<file path="config.mk">
export PLATFORM = sky130hd
export DESIGN_NAME = commit_trace_buffer
export DESIGN_NICKNAME = d
export VERILOG_FILES = /design/src/rtl/parameter_pkg.sv /design/src/rtl/typedef_pkg.sv /design/src/rtl/trace_fifo.sv /design/src/rtl/commit_trace_buffer.sv
export SDC_FILE = /design/constraint.sdc
export NUM_CORES = 2
export LEC_CHECK = 0
export CAP_MARGIN = 30
export CORE_ASPECT_RATIO = 1.1
export CORE_UTILIZATION = 45
export CTS_CLUSTER_SIZE = 10
export DETAILED_ROUTE_END_ITERATION = 8
export MAX_ROUTING_LAYER = met4
export SLEW_MARGIN = 25
export SYNTH_ARGS = -nofsm -noshare
export SYNTH_HDL_FRONTEND = slang
export SYNTH_SLANG_ARGS = --single-unit
</file>
<file path="constraint.sdc">
create_clock -name clk -period 53.5 [get_ports clk]
set_clock_uncertainty 0.2 [all_clocks]
set_input_delay 16.05 -clock clk [delete_from_list [all_inputs] [get_ports clk]]
set_output_delay 16.05 -clock clk [all_outputs]
set_load 0.005 [all_outputs]
</file>
<file path="src/rtl/parameter_pkg.sv">
// Shared width and depth parameters for the commit trace recorder.
package parameter_pkg;
    localparam int ADDR_WIDTH  = 32;
    localparam int ROB_WIDTH   = 6;
    localparam int PHY_WIDTH   = 7;
    localparam int TRACE_DEPTH = 16;
endpackage

</file>
<file path="src/rtl/typedef_pkg.sv">
// Trace record layout and kind bit positions.
// TRACE_CYCLE_STAMP_EN adds a 32-bit capture-cycle field to each record.
package typedef_pkg;
    import parameter_pkg::*;

    localparam int TRACE_KIND_PR     = 0;
    localparam int TRACE_KIND_STORE  = 1;
    localparam int TRACE_KIND_BRANCH = 2;

    typedef struct packed {
`ifdef TRACE_CYCLE_STAMP_EN
        logic [31:0]           cycle;
`endif
        logic [2:0]            kind;
        logic [4:0]            rd_arch;
        logic [PHY_WIDTH-1:0]  phy_old;
        logic [PHY_WIDTH-1:0]  phy_new;
        logic [ROB_WIDTH-1:0]  rob_id;
        logic [ADDR_WIDTH-1:0] pc;
    } TRACE_RECORD_t;
endpackage

</file>
<file path="src/rtl/trace_fifo.sv">
// Generic synchronous FIFO with separate occupancy counter and synchronous clear.
module trace_fifo #(
    parameter int WIDTH = 8,
    parameter int DEPTH = 16
) (
    input  logic                     clk,
    input  logic                     rst,
    input  logic                     clear,
    input  logic                     push,
    input  logic                     pop,
    input  logic [WIDTH-1:0]         wdata,
    output logic [WIDTH-1:0]         rdata,
    output logic                     full,
    output logic                     empty,
    output logic [$clog2(DEPTH):0]   count
);
    localparam int AW = $clog2(DEPTH);

    logic [WIDTH-1:0] mem [DEPTH];
    logic [AW-1:0]    rd_ptr;
    logic [AW-1:0]    wr_ptr;
    logic [AW:0]      count_q;
    logic             do_push;
    logic             do_pop;

    assign empty   = (count_q == '0);
    assign full    = (count_q == (AW+1)'(DEPTH));
    assign do_pop  = pop & ~empty;
    // A full FIFO still accepts a write when the head leaves in the same cycle.
    assign do_push = push & (~full | do_pop);
    assign rdata   = mem[rd_ptr];
    assign count   = count_q;

    always_ff @(posedge clk or posedge rst) begin
        if (rst) begin
            rd_ptr  <= '0;
            wr_ptr  <= '0;
            count_q <= '0;
            for (int i = 0; i < DEPTH; i++) mem[i] <= '0;
        end else if (clear) begin
            rd_ptr  <= '0;
            wr_ptr  <= '0;
            count_q <= '0;
        end else begin
            if (do_push) begin
                mem[wr_ptr] <= wdata;
                wr_ptr      <= wr_ptr + 1'b1;
            end
            if (do_pop) rd_ptr <= rd_ptr + 1'b1;
            case ({do_push, do_pop})
                2'b10:   count_q <= count_q + 1'b1;
                2'b01:   count_q <= count_q - 1'b1;
                default: count_q <= count_q;
            endcase
        end
    end
endmodule

</file>
<file path="src/rtl/commit_trace_buffer.sv">
// Commit-stage trace recorder: builds records on retire, queues them, counts drops.
// TRACE_CYCLE_STAMP_EN adds a free-running cycle stamp to each record.
module commit_trace_buffer
    import parameter_pkg::*;
    import typedef_pkg::*;
#(
    parameter int DEPTH           = TRACE_DEPTH,
    parameter int ADDR_WIDTH_P    = ADDR_WIDTH,
    parameter int ROB_WIDTH_P     = ROB_WIDTH,
    parameter int PHY_WIDTH_P     = PHY_WIDTH
) (
    input  logic                     clk,
    input  logic                     rst,
    input  logic                     clear,
    input  logic                     retire_pr_valid,
    input  logic                     retire_store_valid,
    input  logic                     retire_branch_valid,
    input  logic [4:0]               rd_arch_commit,
    input  logic [PHY_WIDTH_P-1:0]   rd_phy_old_commit,
    input  logic [PHY_WIDTH_P-1:0]   rd_phy_new_commit,
    input  logic [ROB_WIDTH_P-1:0]   rob_id_commit,
    input  logic [ADDR_WIDTH_P-1:0]  pc_commit,
    output logic                     trace_valid,
    input  logic                     trace_ready,
    output TRACE_RECORD_t            trace_record,
    output logic [$clog2(DEPTH):0]   trace_count,
    output logic [15:0]              drop_count,
    output logic                     overflow
);
    logic          capture;
    logic          full;
    logic          empty;
    logic          pop;
    logic          push;
    logic          drop;
    TRACE_RECORD_t rec;

`ifdef TRACE_CYCLE_STAMP_EN
    logic [31:0] cycle_q;

    // Not affected by clear so stamps stay comparable across flushes.
    always_ff @(posedge clk or posedge rst) begin
        if (rst) cycle_q <= '0;
        else     cycle_q <= cycle_q + 1'b1;
    end
`endif

    assign capture     = retire_pr_valid | retire_store_valid | retire_branch_valid;
    assign trace_valid = ~empty;
    assign pop         = trace_valid & trace_ready;
    assign push        = capture & ~clear;
    assign drop        = capture & full & ~pop & ~clear;

    always_comb begin
        rec = '0;
        rec.kind[TRACE_KIND_PR]     = retire_pr_valid;
        rec.kind[TRACE_KIND_STORE]  = retire_store_valid;
        rec.kind[TRACE_KIND_BRANCH] = retire_branch_valid;
        if (retire_pr_valid) begin
            rec.rd_arch = rd_arch_commit;
            rec.phy_old = rd_phy_old_commit;
            rec.phy_new = rd_phy_new_commit;
        end
        rec.rob_id = rob_id_commit;
        rec.pc     = pc_commit;
`ifdef TRACE_CYCLE_STAMP_EN
        rec.cycle  = cycle_q;
`endif
    end

    always_ff @(posedge clk or posedge rst) begin
        if (rst) begin
            drop_count <= '0;
            overflow   <= 1'b0;
        end else if (clear) begin
            drop_count <= '0;
            overflow   <= 1'b0;
        end else if (drop) begin
            if (drop_count != 16'hFFFF) drop_count <= drop_count + 1'b1;
            overflow <= 1'b1;
        end
    end

    trace_fifo #(
        .WIDTH ($bits(TRACE_RECORD_t)),
        .DEPTH (DEPTH)
    ) u_fifo (
        .clk   (clk),
        .rst   (rst),
        .clear (clear),
        .push  (push),
        .pop   (pop),
        .wdata (rec),
        .rdata (trace_record),
        .full  (full),
        .empty (empty),
        .count (trace_count)
    );
endmodule
</file>
# == After elaboration in Yosys (flattened, before gate mapping) ==
# Index checks and enable logic that the tools add are counted.
# totals
ff_bits,990
wordCells,76
# op_classes
n_addsub,5
magnitude_cmp,3
eq_ne,4
n_mux,18
n_bitwise,16
reduce_logical,9
# ops
op,count
bitwise mux 960 bit,1
binary-select mux 60 bit (select 4 bit),1
demux 60 bit (select 4 bit),1
two-way mux 60 bit,3
two-way mux 16 bit,3
two-way mux 19 bit,1
"adder 16 x 1 -> 16 bit, second input constant",1
two-way mux 4 bit,4
"!= test 16 bit, second input constant",1
">= comparator 5 bit, second input constant",2
inverter 4 -> 5 bit,2
case mux 5 bit (2 select lines),1
"adder 4 x 1 -> 4 bit, second input constant",2
nonzero test 2 bit,4
AND 1 bit,7
"adder 5 x 1 -> 5 bit, second input constant",1
"equality test 5 bit, second input constant",1
zero test 5 bit,1
"< comparator 5 x 1 -> 1 bit, second input constant",1
two-way mux 5 bit,1
"subtractor 5 x 1 -> 5 bit, second input constant",1
inverter 1 bit,4
AND reduction 2 bit,2
OR 1 bit,3
5 further kinds,6

# == Logic depth before layout (Yosys ltp) ==
# logic_depth
ltp_word,9
depth_mapped,11
depth_no_buf,10

# == Modules after synthesis ==
# From an unflattened synthesis, not the netlist that was laid out.
# unflattened
cells_unflattened,2838
area_unflattened_um2,44735.4
# modules_own_cells
mod,n_inst,cells_each,area_per_inst_um2,seq_area_each_um2
trace_fifo,1,2714,43629.3,24348.4
commit_trace_buffer,1,124,1106.1,425.4

# == Worst setup path before layout ==
# Ideal clock, no wire load.
# synth_timing
path_kind,register -> output
from,reg u_fifo.rd_ptr[0]
to,out trace_record[10] in the netlist's numbering
arrival_ns,2.062
required_time_ns,37.250
slack_ns,35.188
path_stages_with_launch,6
n_path_buf,3
cell_sequence,dfrtp_1 -> clkbuf_1 -> clkbuf_1 -> buf_2 -> mux4_2 -> mux4_2
# synth_lines
element,line,text
start: declaration,trace_fifo.sv:20,logic [AW-1:0] rd_ptr;
start signal: assignment,trace_fifo.sv:49,if (do_pop) rd_ptr <= rd_ptr + 1'b1;
end: declaration,commit_trace_buffer.sv:25,"output TRACE_RECORD_t trace_record,"

==> flow_summary.ini <==
[route]
wl_per_cell_um = 24.9
post_drt_via_cell_ratio = 5.85
drtIter0Drc = 1592
detail_route.first_pass.iterations = 5
drt_wl_total_um = 109000
dr_total_vias = 25600
final_antenna_net_count = 0
route.detailed.drc = 0

[finish]
layout.filler_cells = 8025
post_route_cells_drive_above_1_share_pct = 36.0
multiInputGateArea_sq_um = 18100
area_growth_pct = 12.8
finalNetCount = 3134
final_core_util_pct = 51.2
area_taken_by_flip_flops_and_latches_sq_um = 24800

[cts]
insertion_delay_ps = 670
cts_made_buffers = 110
post_cts.resized_instances = 0
cts_max_path_buffers = 3
cts_max_level = 3
cts.hold.buffers_added = 0
tritoncts_num_sinks = 990
cts_root_buf = clkbuf_16
cts_tree = done
post_cts.repair.setup_buffers = 0
clkSlewWorstSetupHoldPaths_ps = 60

[placement]
post-place-ws_ps = 32790
detailedPlacementHpwl_um = 62000
port_buffers = 146
routability_driven_placement_congestion_ratio = 0.753

[timing]
rsz0062_at_grt = false
slew_viol_final = 0
max_freq_mhz = 47.0
final_min_period_over_clock_period_pct = 39.7
setup_ws_ps = 32240
finalSetupTns_ps = 0
worst_pin_slew_ps = 1000
report.final.setup_viol = 0
final.min_clock_period_ps = 21260
hold_viol = 0
worst_slew_margin_rel_pct = 33.3

[yosys]
synth.cell_area_sq_um = 44200
syn_inst = 3010
post_synth_most_frequent_cells = dfrtp_1, mux2_2, nand2_1
seq_area_frac_synth_pct = 56.1
synth_area_per_cell_sq_um = 14.7
number_of_flops_mapped_to_enable_cells_by_yosys = 0
async_set_or_reset_flop_fraction_in_the_synthesized_netlist_pct = 100
synth.yosys.warnings = 0
ys_seq_elements = 990
postSynthNetCount = 3082
ys_types = 48
synthDominantAreaCellType = dfrtp_1
yosys.cell_count.top_type = dfrtp_1
synth-main-ff-cell = dfrtp_1
top_area_cell_type_share_of_the_netlist_area_pct = 56.1
top_area_cells_in_the_synthesized_netlist = dfrtp_1, mux4_2, mux2_2

[critical_path]
startpoint_type = flip-flop
cp-end-kind = primary output
worst_r2r_path_depth = 7
worst_ep_required_time_ps = 37250
critical_path_class = flip-flop to primary output
critical-path-top-cell-by-count = buf_4
path_cells = buf_4 > buf_4 > buf_16 > buf_4 > buf_16 > mux4_2 > mux4_2 > clkdlybuf4s50_1
worst_path_max_delay_cell = dfrtp_4
crit_fanout = 30
crit_arrival_ps = 5010
max_stage_delay_ps = 650

[global_routing]
globalRouteTotalUtil_pct = 23.3
wire_length_of_the_first_global_routing_pass_um = 170000
grt_overflow_total = 0
first_global_vias = 27700
grt_max_degree = 145
number_of_antenna_violations_at_the_first_check_in_global_routing = 9

[power]
leakage_nw = 22.3
cellPowerDensity_nw_per_um2 = 43.2
power.total_mw = 2.15
internal_power_mw = 1.56
seq_power_share_pct = 44.1
clkPwrFrac_pct = 30.5
comb_power_share_pct = 25.4
p_sw_share_pct = 27.4
power.switching_mw = 0.589
peak_ir_drop_on_the_vdd_network_v = 0.0000279

[floorplan]
initial_utilization_pct = 45.4
die_width_um = 301
fp.dieH_um = 331
num_io_pins = 147
num_rows = 120
dieArea_sq_um = 99400
core-area_sq_um = 97300

[min_path]
hold-path-cell-count = 2
worst_min_delay_path_class = flip-flop to flip-flop

[flow_run]
timing.max_cap.violations = 0

[run_status]
status = complete, no violations
[metrics by stage]
stage | cells | area [sq um] | hold slack, ps
after floorplan | 3010 | 44200 | 245
after global placement | 4213 | 46400 | 256
after detailed placement | 4225 | 46700 | 266
after CTS | 4359 | 49600 | 278
after global routing | 4374 | 49800 | 292
final | 4374 | 49800 | 271
[placed cells by master (no fill, tap or decap), types with 5 or more instances in the layout]
| cell type | synthesis | final |
|---|---|---|
| nand4_1 | 7 | 7 |
| o21ai_1 | 10 | 10 |
| a211oi_1 | 7 | 7 |
| mux4_2 | 300 | 300 |
| nand4b_4 | 0 | 5 |
| nand3_1 | 6 | 6 |
| xnor2_1 | 14 | 14 |
| mux2_1 | 63 | 63 |
| o21ai_0 | 296 | 296 |
| nand4_4 | 0 | 6 |
| xor2_1 | 6 | 6 |
| buf_4 | 55 | 44 |
| buf_12 | 0 | 9 |
| clkbuf_16 | 0 | 111 |
| buf_16 | 0 | 10 |
| diode_2 | 0 | 9 |
| dfrtp_1 | 990 | 986 |
| clkbuf_1 | 140 | 14 |
| ha_1 | 8 | 8 |
| nor2_1 | 33 | 33 |
| clkdlybuf4s50_1 | 0 | 146 |
| a21oi_1 | 8 | 8 |
| nand2_1 | 336 | 336 |
| inv_1 | 6 | 5 |
| mux2_2 | 595 | 595 |
[worst max-delay path, delay by kind of cell (launching register included)]
| family | cells | cell delay, ps |
|---|---|---|
| buf+inv | 6 | 2520 |
| flops | 1 | 650 |
| mux | 2 | 1110 |
[cells by family (layout without fill, tap and decap cells)]
| family | Yosys count | count (layout) | synth area share (%) |
|---|---|---|---|
| flip-flops | 990 | 990 | 56.1 |
| other | 0 | 9 | 0 |
| multiplexers | 959 | 959 | 32.1 |
| XOR/XNOR | 20 | 20 | 0.397 |
| buffers and inverters | 279 | 353 | 3.07 |
| adder cells (fa/ha/maj) | 8 | 8 | 0.227 |
| AO/OA/AOI/OAI | 335 | 335 | 4.00 |
| AND/OR/NAND/NOR | 419 | 419 | 4.12 |
[metal layers]
metal  track usage (%)  vias to the layer above  part of all wire [%]
met3              4.45                      168                   5.8
li1                  -                    11100                     -
met1              30.4                    13700                    43
met2              37.2                      619                    49
met5                 -                        -                     0
met4              6.53                        0                   2.2
[area by class of cell]
cell class	instances	share of cell area, %
flip-flops and latches	990	49.8
well taps	1281	3.22
repair buffers	213	4.60
diodes	9	0.0452
clock buffers	127	5.74
clock inverters	7	0.198
multi-input cells	1741	36.4
inverters	6	0.0603
[sequential cells by signal (all words and copies together) (netlist names)]
name and cells:
u_fifo.mem 960, u_fifo.rd_ptr 4, u_fifo.count 5, u_fifo.wr_ptr 4, overflow 1, drop_count 16
[worst paths after layout]
check,from,to,slack (ps)
setup / recovery,u_fifo.rd_ptr[0],trace_record[38],32240
hold / removal,u_fifo.mem[114],u_fifo.mem[114],270
setup reg to reg,u_fifo.count[1],u_fifo.mem[812],49440
hold reg to reg,u_fifo.mem[114],u_fifo.mem[114],270
max in group asynchronous,rst,u_fifo.mem[786],35030
min in group asynchronous,rst,u_fifo.mem[763],15560
[power groups by stage]
stage,Combinational (mW),Clock (mW),Sequential (mW)
after floorplan,0.382,0,0.931
after global placement,0.536,0,0.949
after detailed placement,0.556,0,0.959
after CTS,0.559,0.677,0.947
after global routing,0.592,0.705,0.963
final,0.547,0.656,0.948
Note: power is estimated with default switching activity, not from simulation.
